File: src/rtl/pcie_pkg.sv
// rtl/pcie_pkg.sv - shared PCIe ingress types: TLP header, register offset map codes, direction constants
// Also provides fallback values for the `PCIE_DATA_WIDTH / `PCIE_DATA_KW build macros.
`ifndef PCIE_DATA_WIDTH
`define PCIE_DATA_WIDTH 128
`endif
`ifndef PCIE_DATA_KW
`define PCIE_DATA_KW (`PCIE_DATA_WIDTH/8)
`endif

package pcie_pkg;

  // Memory-write TLP header as delivered by the ingress pre-parser.
  typedef struct packed {
    logic [9:0] length;   // payload length in DWs
    logic [3:0] offset;   // starting register offset
    logic [3:0] channel;  // target channel
  } tlp_head_t;

  // Register offsets within a channel window; 8..15 are unmapped.
  typedef enum logic [3:0] {
    OFF_RX_SG_LEN      = 4'd0,
    OFF_RX_SG_ADDR_LO  = 4'd1,
    OFF_RX_SG_ADDR_HI  = 4'd2,
    OFF_RX_XFER_LEN    = 4'd3,
    OFF_RX_OFFSET_LAST = 4'd4,
    OFF_TX_SG_LEN      = 4'd5,
    OFF_TX_SG_ADDR_LO  = 4'd6,
    OFF_TX_SG_ADDR_HI  = 4'd7
  } wr_offset_e;

  // Register codes inside a TX/RX action register bank.
  typedef enum logic [2:0] {
    REG_XFER_LEN    = 3'b000,
    REG_OFFSET_LAST = 3'b001,
    REG_SG_LEN      = 3'b011,
    REG_SG_ADDR_LO  = 3'b100,
    REG_SG_ADDR_HI  = 3'b101
  } reg_code_e;

  localparam logic [1:0] DIR_TX = 2'b00;
  localparam logic [1:0] DIR_RX = 2'b01;

  // First offset that has no register behind it; bursts truncate below it.
  localparam logic [3:0] FIRST_UNMAPPED_OFF = 4'd8;

endpackage

File: src/rtl/ingress_wrreq_decode.sv
// rtl/ingress_wrreq_decode.sv - combinational register offset to {reg, dir, mapped} lookup
// Ports:
//   offset   in   4  register offset within the channel window
//   reg_code out  3  register code in the action bank
//   dir      out  2  bank direction (DIR_TX / DIR_RX)
//   mapped   out  1  offset has a register behind it
module ingress_wrreq_decode
  import pcie_pkg::*;
(
  input  logic [3:0] offset,
  output reg_code_e  reg_code,
  output logic [1:0] dir,
  output logic       mapped
);

  always_comb begin
    reg_code = REG_XFER_LEN;
    dir      = DIR_TX;
    mapped   = 1'b1;
    case (offset)
      OFF_RX_SG_LEN:      begin reg_code = REG_SG_LEN;      dir = DIR_RX; end
      OFF_RX_SG_ADDR_LO:  begin reg_code = REG_SG_ADDR_LO;  dir = DIR_RX; end
      OFF_RX_SG_ADDR_HI:  begin reg_code = REG_SG_ADDR_HI;  dir = DIR_RX; end
      OFF_RX_XFER_LEN:    begin reg_code = REG_XFER_LEN;    dir = DIR_RX; end
      OFF_RX_OFFSET_LAST: begin reg_code = REG_OFFSET_LAST; dir = DIR_RX; end
      OFF_TX_SG_LEN:      begin reg_code = REG_SG_LEN;      dir = DIR_TX; end
      OFF_TX_SG_ADDR_LO:  begin reg_code = REG_SG_ADDR_LO;  dir = DIR_TX; end
      OFF_TX_SG_ADDR_HI:  begin reg_code = REG_SG_ADDR_HI;  dir = DIR_TX; end
      default:            mapped = 1'b0;
    endcase
  end

endmodule

File: src/rtl/ingress_wrreq_dispatch.sv
// rtl/ingress_wrreq_dispatch.sv - splits memory-write TLP beats into per-DW channel register writes
// Optional feature macro: WRREQ_ERR_CNT_EN (adds err_cnt port and saturating drop counter).
// Ports:
//   clk, rst_n          clock, asynchronous active-low reset
//   wrreq_data/keep     ingress beat payload (DW0 in [31:0]) and byte enables (unused for decode)
//   wrreq_meta          TLP header (channel, offset, length)
//   wrreq_valid/rdy     ingress beat handshake
//   wr_valid/rdy        register write handshake
//   wr_tdest            {reg[2:0], dir[1:0], channel[CH_W-1:0]}
//   wr_tdata            register write data
//   wr_err              one-cycle pulse per dropped or truncated TLP
//   err_cnt             saturating wr_err count (WRREQ_ERR_CNT_EN only)
module ingress_wrreq_dispatch
  import pcie_pkg::*;
#(
  parameter int NUM_CHANNELS = 12,
  parameter int DATA_W       = `PCIE_DATA_WIDTH,
  parameter int ERR_CNT_W    = 16,
  localparam int CH_W        = (NUM_CHANNELS > 1) ? $clog2(NUM_CHANNELS) : 1
) (
  input  logic                     clk,
  input  logic                     rst_n,
  input  logic [DATA_W-1:0]        wrreq_data,
  input  logic [`PCIE_DATA_KW-1:0] wrreq_keep,
  input  tlp_head_t                wrreq_meta,
  input  logic                     wrreq_valid,
  output logic                     wrreq_rdy,
  output logic                     wr_valid,
  input  logic                     wr_rdy,
  output logic [CH_W+4:0]          wr_tdest,
  output logic [31:0]              wr_tdata,
  output logic                     wr_err
`ifdef WRREQ_ERR_CNT_EN
  ,
  output logic [ERR_CNT_W-1:0]     err_cnt
`endif
);

  localparam int DWS = DATA_W / 32;

  typedef enum logic {S_IDLE, S_EMIT} state_e;

  typedef struct packed {
    reg_code_e       rg;
    logic [1:0]      dir;
    logic [CH_W-1:0] ch;
  } wr_tdest_t;

  state_e            state_q, state_d;
  logic [DATA_W-1:0] beat_q;
  logic [CH_W-1:0]   ch_q;
  logic [3:0]        off_q;   // offset of the DW currently presented
  logic [3:0]        idx_q;   // beat index of the next DW to present
  logic [3:0]        cnt_q;   // DWs still to present after the current one
  wr_tdest_t         tdest_q, tdest_nxt;

  logic       accept, drop, trunc, last_dw;
  logic       chan_bad, len_bad;
  logic [3:0] dec_off, room, n_eff;
  logic [CH_W-1:0] ch_nxt;
  logic [31:0] dw_sel;
  reg_code_e  dec_reg;
  logic [1:0] dec_dir;
  logic       dec_mapped;
  logic       unused_keep;

  assign unused_keep = ^wrreq_keep;

  assign last_dw   = (cnt_q == 4'd0);
  assign wrreq_rdy = (state_q == S_IDLE) || (last_dw && wr_rdy);
  assign accept    = wrreq_valid && wrreq_rdy;

  // One decoder serves both the start offset of a new TLP and the next
  // offset of a running burst; a new accept always takes priority.
  assign dec_off = accept ? wrreq_meta.offset : off_q + 4'd1;

  ingress_wrreq_decode u_decode (
    .offset   (dec_off),
    .reg_code (dec_reg),
    .dir      (dec_dir),
    .mapped   (dec_mapped)
  );

  assign chan_bad = 32'(wrreq_meta.channel) >= NUM_CHANNELS;
  assign len_bad  = (wrreq_meta.length == 10'd0) || (32'(wrreq_meta.length) > DWS);
  assign drop     = chan_bad || len_bad || !dec_mapped;

  // DWs that fit before the unmapped region; longer bursts are cut there.
  assign room  = FIRST_UNMAPPED_OFF - wrreq_meta.offset;
  assign trunc = wrreq_meta.length > {6'd0, room};
  assign n_eff = trunc ? room : wrreq_meta.length[3:0];

  assign dw_sel    = 32'(beat_q >> {idx_q, 5'b00000});
  assign ch_nxt    = accept ? CH_W'(wrreq_meta.channel) : ch_q;
  assign tdest_nxt = '{rg: dec_reg, dir: dec_dir, ch: ch_nxt};
  assign wr_tdest  = tdest_q;

  always_ff @(posedge clk or negedge rst_n) begin
    if (!rst_n) state_q <= S_IDLE;
    else        state_q <= state_d;
  end

  always_comb begin
    state_d = state_q;
    if (accept)                                   state_d = drop ? S_IDLE : S_EMIT;
    else if (state_q == S_EMIT && wr_rdy && last_dw) state_d = S_IDLE;
  end

  always_ff @(posedge clk or negedge rst_n) begin
    if (!rst_n) begin
      wr_valid <= 1'b0;
      tdest_q  <= '0;
      wr_tdata <= '0;
      wr_err   <= 1'b0;
      beat_q   <= '0;
      ch_q     <= '0;
      off_q    <= '0;
      idx_q    <= '0;
      cnt_q    <= '0;
    end else begin
      wr_err <= accept && (drop || trunc);
      if (accept && !drop) begin
        wr_valid <= 1'b1;
        tdest_q  <= tdest_nxt;
        wr_tdata <= wrreq_data[31:0];
        beat_q   <= wrreq_data;
        ch_q     <= ch_nxt;
        off_q    <= wrreq_meta.offset;
        idx_q    <= 4'd1;
        cnt_q    <= n_eff - 4'd1;
      end else if (wr_valid && wr_rdy) begin
        if (last_dw) begin
          wr_valid <= 1'b0;
        end else begin
          tdest_q  <= tdest_nxt;
          wr_tdata <= dw_sel;
          off_q    <= off_q + 4'd1;
          idx_q    <= idx_q + 4'd1;
          cnt_q    <= cnt_q - 4'd1;
        end
      end
    end
  end

`ifdef WRREQ_ERR_CNT_EN
  always_ff @(posedge clk or negedge rst_n) begin
    if (!rst_n)
      err_cnt <= '0;
    else if (accept && (drop || trunc) && !(&err_cnt))
      err_cnt <= err_cnt + ERR_CNT_W'(1);
  end
`endif

endmodule

File: config.mk
export PLATFORM = sky130hd
export DESIGN_NAME = ingress_wrreq_dispatch
export DESIGN_NICKNAME = d
export VERILOG_FILES = /design/src/rtl/pcie_pkg.sv /design/src/rtl/ingress_wrreq_decode.sv /design/src/rtl/ingress_wrreq_dispatch.sv
export SDC_FILE = /design/constraint.sdc
export NUM_CORES = 1
export LEC_CHECK = 0
export ABC_AREA = 1
export BUFFER_PORTS_ARGS = -buffer_cell sky130_fd_sc_hd__buf_2
export CAP_MARGIN = 15
export CELL_PAD_IN_SITES_DETAIL_PLACEMENT = 1
export CELL_PAD_IN_SITES_GLOBAL_PLACEMENT = 2
export CORE_MARGIN = 5
export CORE_UTILIZATION = 33
export DETAILED_ROUTE_END_ITERATION = 12
export PLACE_DENSITY = 0.86
export RECOVER_POWER = 100
export SLEW_MARGIN = 20
export SYNTH_ARGS = -nofsm -noshare
export SYNTH_HDL_FRONTEND = slang
export SYNTH_SLANG_ARGS = --single-unit
File: constraint.sdc
create_clock -name clk -period 3.1 [get_ports clk]
set_clock_uncertainty 0.1 [all_clocks]
set_input_delay 0.62 -clock clk [delete_from_list [all_inputs] [get_ports clk]]
set_output_delay 0.62 -clock clk [all_outputs]
set_load 0.03 [all_outputs]
==> flow_summary.ini, run 1 <==
[critical_path]
cp.arrival_ps = 3000
path_max_fanout = 5
crit_required_ps = 3370
cp-start-kind = primary input
cp-end-kind = flip-flop
path_class = in -> reg

[flow_run]
max_cap_violations = 1

[floorplanning]
pin_count = 210
start_util_pct = 33.15
core_area_um2 = 26730
rows = 60
die_w_um = 173.8
dieArea_um2 = 30220
die_h_um = 173.8

[logic_synthesis]
ys_types = 31
synthMuxAreaShare_pct = 0
synthAdderAreaFrac_pct = 1.130
synth_seq_cells = 187
synth_top_family_by_area = simple AND/OR/NAND/NOR gates
synth-xor-area-share_pct = 0.6921
synth-edff-count = 0
seq_area_frac_synth_pct = 52.82
syn_inst = 1111
syn_area_um2 = 8858
synthSimpleGateAreaFrac_pct = 20.75
ys_warn_count = 0
synth-compound-area-share_pct = 15.83
syn_avg_cell_area_um2 = 7.973
async_reset_ff_share_pct = 100.0
syn-num-nets = 1285
synth_flop_cell = dfrtp_1

[route]
drc_errors = 0
wire_per_inst_um = 16.74
drtIter0Drc = 499
routed_wl_um = 27140
via_per_inst = 4.879
drtPass1Iterations = 4
num_vias = 7909
antenna_left = 0

[outcome]
violations = max-capacitance violations, max-slew violations
status = finished with violations

[cells_and_area]
num-nets-final = 1441
final_area_um2 = 10620
area_delta_synth_final_pct = 19.92
n_antenna_cell = 0
drive_gt1_share_pct = 16.25
layout_common_cells = nand2_1 (339), dfrtp_1 (186), o21ai_0 (158), buf_2 (147), inv_1 (121)
final_common_cell = nand2_1

[power]
vdd_drop_max_uv = 369.9
total_power_mw = 7.444
p_leak_nw = 5.540
powerDensity_nw_per_um2 = 700.8

[clock_tree]
clock_path_buffers = 2
root_buffer = clkbuf_16
cts_made_buffers = 17
cts_num_sinks = 187
postCtsHoldBufs = 0
cts_tree = done
clock_latency_ps = 430
path_clk_slew_ps = 90
post_cts_buffers = 0
htreeDepth = 4
cts_resized = 0

[placed_design]
io_buffer_count = 192
dp_hpwl_um = 18500
placed_cell_area_um2 = 10130
gp_congestion = 0.7717

[sta]
tightest_slew_ps = 1583
fmax_mhz = 366.7
slew_headroom_pct = -5.515
min_period_over_period_pct = 87.96
fin_crit_ps = 2727
rsz0062_at_grt = no
hold_viol = 0
slew_violations = 59
setup_viol = 0
tns_ps = 0

[grt]
antenna_found_initial = 3
grt_overflow = 0
grt_max_degree = 125
grt_pass1_wl_um = 43550
grt_use_total_pct = 17.99
grt_pass1_vias = 8255

[min_path]
min_path_type = in -> reg
[cells by family (layout without fill, tap and decap cells)]
| family | after synthesis | count (layout) |
|---|---|---|
| buffers and inverters | 194 | 363 |
| XOR/XNOR | 7 | 7 |
| AO/OA/AOI/OAI | 268 | 268 |
| adder cells (fa/ha/maj) | 8 | 8 |
| AND/OR/NAND/NOR | 446 | 446 |
| other | 1 | 1 |
| flip-flops | 187 | 187 |
[critical path, cell delays in order]
cell and delay (ps):
clkbuf_1 210, inv_1 120, ha_1 220, xnor2_1 200, inv_1 70, ha_1 270, nand2_1 60, nor2_1 100
nand3_1 170, nand2_1 170, nand2_1 70, nand3_1 100, nand2_1 110, ha_1 230, o21ai_1 140, a21oi_1 50
nor2_1 80
[final cells by class]
cell class	instances	area (um2)
Clock buffer	17	425.4
Clock inverter	15	171.4
Fill cell	3359	16100
Inverter	125	471.7
Multi-Input combinational cell	730	3397
Sequential cell	187	4681
Tap cell	341	426.7
Timing Repair Buffer	206	1050
[routing by layer]
metal  vias to the layer above  share of wire, %  global-route usage (%)
met4                         6               1.4                   4.190
met5                         -              0.15                       0
met2                       166                49                   30.51
met1                      3837                45                   23.33
li1                       3868                 -                       -
met3                        32               4.6                   4.384
[registers in the layout, summed over array words and instances, names as in the netlist]
signal / count
off_q: 4
wr_valid: 1
cnt_q: 4
beat_q: 128
ch_q: 4
wr_tdata: 32
idx_q: 4
wr_tdest: 8
wr_err: 1
state_q: 1
[synth_stat cells, types with 4 or more instances]
library cell | n | share of area [%]
a21oi_1 | 75 | 4.2
a31oi_1 | 14 | 0.99
buf_1 | 4 | 0.17
buf_2 | 27 | 1.5
clkbuf_1 | 36 | 1.5
dfrtp_1 | 187 | 53
ha_1 | 8 | 1.1
inv_1 | 122 | 5.2
nand2_1 | 339 | 14
nand3_1 | 41 | 2.3
nand4_1 | 17 | 1.2
nor2_1 | 39 | 1.7
o211ai_1 | 15 | 1.3
o21ai_0 | 158 | 8.9
o21ai_1 | 4 | 0.23
xnor2_1 | 4 | 0.40
[power by group]
group	internal (mW)	total, mW	switching, mW
clock network	1.16	2.26	1.10
logic	0.661	2.32	1.66
registers	2.71	2.86	0.155
[through the flow]
stage / hold WS [ps] / cells / util [%] / setup slack (ps)
2_1_floorplan: 224.4 / 1111 / - / 516.0
3_3_place_gp: 348.0 / 1589 / 37.90 / 100.2
3_5_place_dp: 353.2 / 1589 / 37.90 / 55.18
4_1_cts: 61.34 / 1621 / 40.14 / 519.9
5_1_grt: 262.0 / 1621 / 39.75 / 172.1
6_report: 273.8 / 1621 / 39.75 / 373.2
[final timing paths]
kind,from,endpoint,slack (ps),depth (start not counted)
setup reg to reg,cnt_q[3]$_DFFE_PN0P_,cnt_q[2]$_DFFE_PN0P_,440,11
min in group asynchronous,rst_n,beat_q[112]$_DFFE_PN0P_,460,1
max in group asynchronous,rst_n,wr_tdata[23]$_DFFE_PN0P_,680,2
hold / removal,wrreq_data[114],beat_q[114]$_DFFE_PN0P_,270,3
hold reg to reg,beat_q[127]$_DFFE_PN0P_,beat_q[127]$_DFFE_PN0P_,370,2
setup / recovery,wrreq_meta[4],cnt_q[2]$_DFFE_PN0P_,370,17
(Power assumes the default switching activity.)
==> inputs of run 2 (changes only) <==
Settings changed: ABC_AREA 1 to not set, CELL_PAD_IN_SITES_DETAIL_PLACEMENT 1 to 0, CELL_PAD_IN_SITES_GLOBAL_PLACEMENT 2 to 1, CORE_UTILIZATION 33 to 37, CTS_BUF_LIST set to sky130_fd_sc_hd__clkbuf_4 sky130_fd_sc_hd__clkbuf_8 sky130_fd_sc_hd__clkbuf_16, PLACE_DENSITY 0.86 to 0.75.
==> flow_summary.ini, run 2 <==
[critical_path]
worst-path-buf-inv = 4
cp_slowest_stage_delay_ps = 450
crit_path_top_delay_cell = or4_4
worst-path-stages = 15
path_delay_family = adder cells
cp-start-kind = primary input
cp.arrival_ps = 3200
path_cells = buf_2 -> inv_1 -> ha_2 -> xnor2_2 -> inv_1 -> ha_1 -> nand4_1 -> or4_4 -> o21ai_4 -> mux2i_1 -> mux2i_1 -> ha_2 -> buf_4 -> a2111oi_2 -> a211oi_2
path_class = in -> reg
crit_required_ps = 3290
reg2regPathDepth = 7
path_max_fanout = 4
cp-end-kind = flip-flop

[cells_and_area]
drive_gt1_share_pct = 24.25
nFillCells = 2344
num-nets-final = 1260
n_antenna_cell = 0
final_common_cell = nand2_1
final_area_um2 = 10550
largest_register_ffs = 128
area_delta_synth_final_pct = 21.83
top_register = beat_q
stdcell_count = 1416
layout_common_cells = nand2_1 (426), dfrtp_1 (185), buf_2 (148), clkbuf_1 (47)

[flow_run]
max_cap_violations = 1

[grt]
grt_max_degree = 123
antenna_found_initial = 2
grt_overflow = 0
grt_pass1_wl_um = 36740
grt_pass1_vias = 6971
grt_use_total_pct = 17.33

[placed_design]
io_buffer_count = 192
placed_cell_area_um2 = 10080
dp_hpwl_um = 15670
gp_congestion = 0.8345
dp.cells = 1385

[clock_tree]
cts_num_sinks = 187
path_clk_slew_ps = 70
cts_tree = done
cts_made_buffers = 17
clock_latency_ps = 420
root_buffer = clkbuf_16
clock_path_buffers = 2
htreeDepth = 4

[power]
clock_power_share_pct = 41.1
p_sw_share_pct = 24.08
sequentialPowerShare_pct = 50.2
vdd_drop_max_uv = 290.6
p_leak_nw = 5.500
switchingPower_mw = 1.230
p_comb_share_pct = 8.7
power.internal_mw = 3.877
powerDensity_nw_per_um2 = 484.3
total_power_mw = 5.107

[logic_synthesis]
async_reset_ff_share_pct = 100.0
yosys-top-cells-count = nand2_1 (426), dfrtp_1 (187), a22oi_1 (32), mux4_2 (32), o21ai_0 (24)
syn_avg_cell_area_um2 = 9.618
ys_types = 54
synth_area_leaders = dfrtp_1 (54%), nand2_1 (18%), mux4_2 (8.3%), a22oi_1 (2.8%), o21ai_0 (1.4%)
synth_flop_cell = dfrtp_1
seq_area_frac_synth_pct = 54.06
synth.most_common_cell = nand2_1
syn-num-nets = 1074
synth_seq_cells = 187
synth-edff-count = 0
syn_area_um2 = 8656
syn_inst = 900
ys_warn_count = 0
yosys.area.top_type = dfrtp_1
yosysTopAreaCellShare_pct = 54.06

[floorplanning]
die_h_um = 163.0
start_util_pct = 37.21
dieArea_um2 = 26550
die_w_um = 163.0
core_area_um2 = 23260
rows = 56
pin_count = 210

[route]
via_per_inst = 4.818
drtPass1Iterations = 4
wire_per_inst_um = 16.00
drtIter0Drc = 280
antenna_left = 0
routed_wl_um = 22650
num_vias = 6822
drc_errors = 0

[sta]
hold_viol = 0
fmax_mhz = 332.7
fin_crit_ps = 3006
setup_viol = 0
tns_ps = 0
tightest_slew_ps = 1585
rsz0062_at_grt = yes
slew_headroom_pct = -5.676
slew_violations = 61
min_period_over_period_pct = 96.97

[outcome]
violations = max-capacitance violations, max-slew violations
status = finished with violations

[min_path]
min_path_type = in -> reg
worstHoldPathCells = 3
run 2: cell types whose count changed after synthesis, sizes merged, moves of 31 or more:
cell	delta
a21oi	-66
a22oi	+32
inv	-120
mux4	+32
nand2	+86
nand3	-40
nor2	-31
o21ai	-121
run 2: worst min-delay path, stage by stage:
cell	delay (ps)
buf_2	70
nand2_1	40
nand2_1	40
run 2: metal layers:
metal	up-vias	global-route usage [%]	wire, um
li1	3367	-	-
met1	3309	24.06	10640
met2	122	28.06	10880
met3	20	3.569	846
met4	4	4.346	264
met5	-	0	21
run 2: final timing paths:
path / slack [ps] / endpoint / from
min: 280 / beat_q[39]$_DFFE_PN0P_ / wrreq_data[39]
min in group asynchronous: 460 / beat_q[5]$_DFFE_PN0P_ / rst_n
max in group asynchronous: 730 / beat_q[18]$_DFFE_PN0P_ / rst_n
max reg2reg: 170 / beat_q[97]$_DFFE_PN0P_ / cnt_q[1]$_DFFE_PN0P_
max: 90 / cnt_q[2]$_DFFE_PN0P_ / wrreq_meta[4]
min reg2reg: 370 / beat_q[70]$_DFFE_PN0P_ / beat_q[70]$_DFFE_PN0P_
run 2: final cells by class:
class | count | area (um2) | area share, %
repair buffers | 227 | 1172 | 11.12
flip-flops and latches | 187 | 4682 | 44.40
clock buffers | 21 | 467.9 | 4.438
clock inverters | 9 | 87.58 | 0.8306
well taps | 319 | 399.1 | 3.785
multi-input cells | 648 | 3717 | 35.25
inverters | 5 | 18.77 | 0.1780
run 2: kinds of logic (layout without fill, tap and decap cells):
family | count (synthesis) | count (layout) | share of synthesized area, %
compound gates | 104 | 104 | 7.922
xor+xnor | 13 | 13 | 1.315
fa+ha+maj | 8 | 8 | 1.156
buf+inv | 65 | 262 | 3.686
flops | 187 | 187 | 54.06
mux | 45 | 45 | 9.945
other cells | 1 | 1 | 0.04332
simple gates | 477 | 477 | 21.87
run 2: repair_timing:
item / 4_1_cts / 5_1_grt
setup endpoints to repair: 0 / 1
hold buffers: 0 / 0
buffers inserted: 0 / 1
gates resized for setup: 0 / 2
run 2: power groups by stage:
stage	Clock (mW)	Combinational, mW	Sequential (mW)
after floorplan	0	0.196	2.62
after global placement	0	0.458	2.61
after detailed placement	0	0.463	2.61
after CTS	2.16	0.465	2.56
after global routing	2.26	0.505	2.57
final	2.10	0.447	2.56
run 2: metrics by stage:
stage | worst slack (ps) | hold slack, ps | util [%]
2_1_floorplan | -255.6 | 224.4 | -
3_3_place_gp | -356.5 | 353.4 | 43.34
3_5_place_dp | -404.7 | 358.3 | 43.34
4_1_cts | 18.88 | 71.93 | 45.73
5_1_grt | -46.59 | 264.4 | 45.33
6_report | 93.97 | 278.4 | 45.33
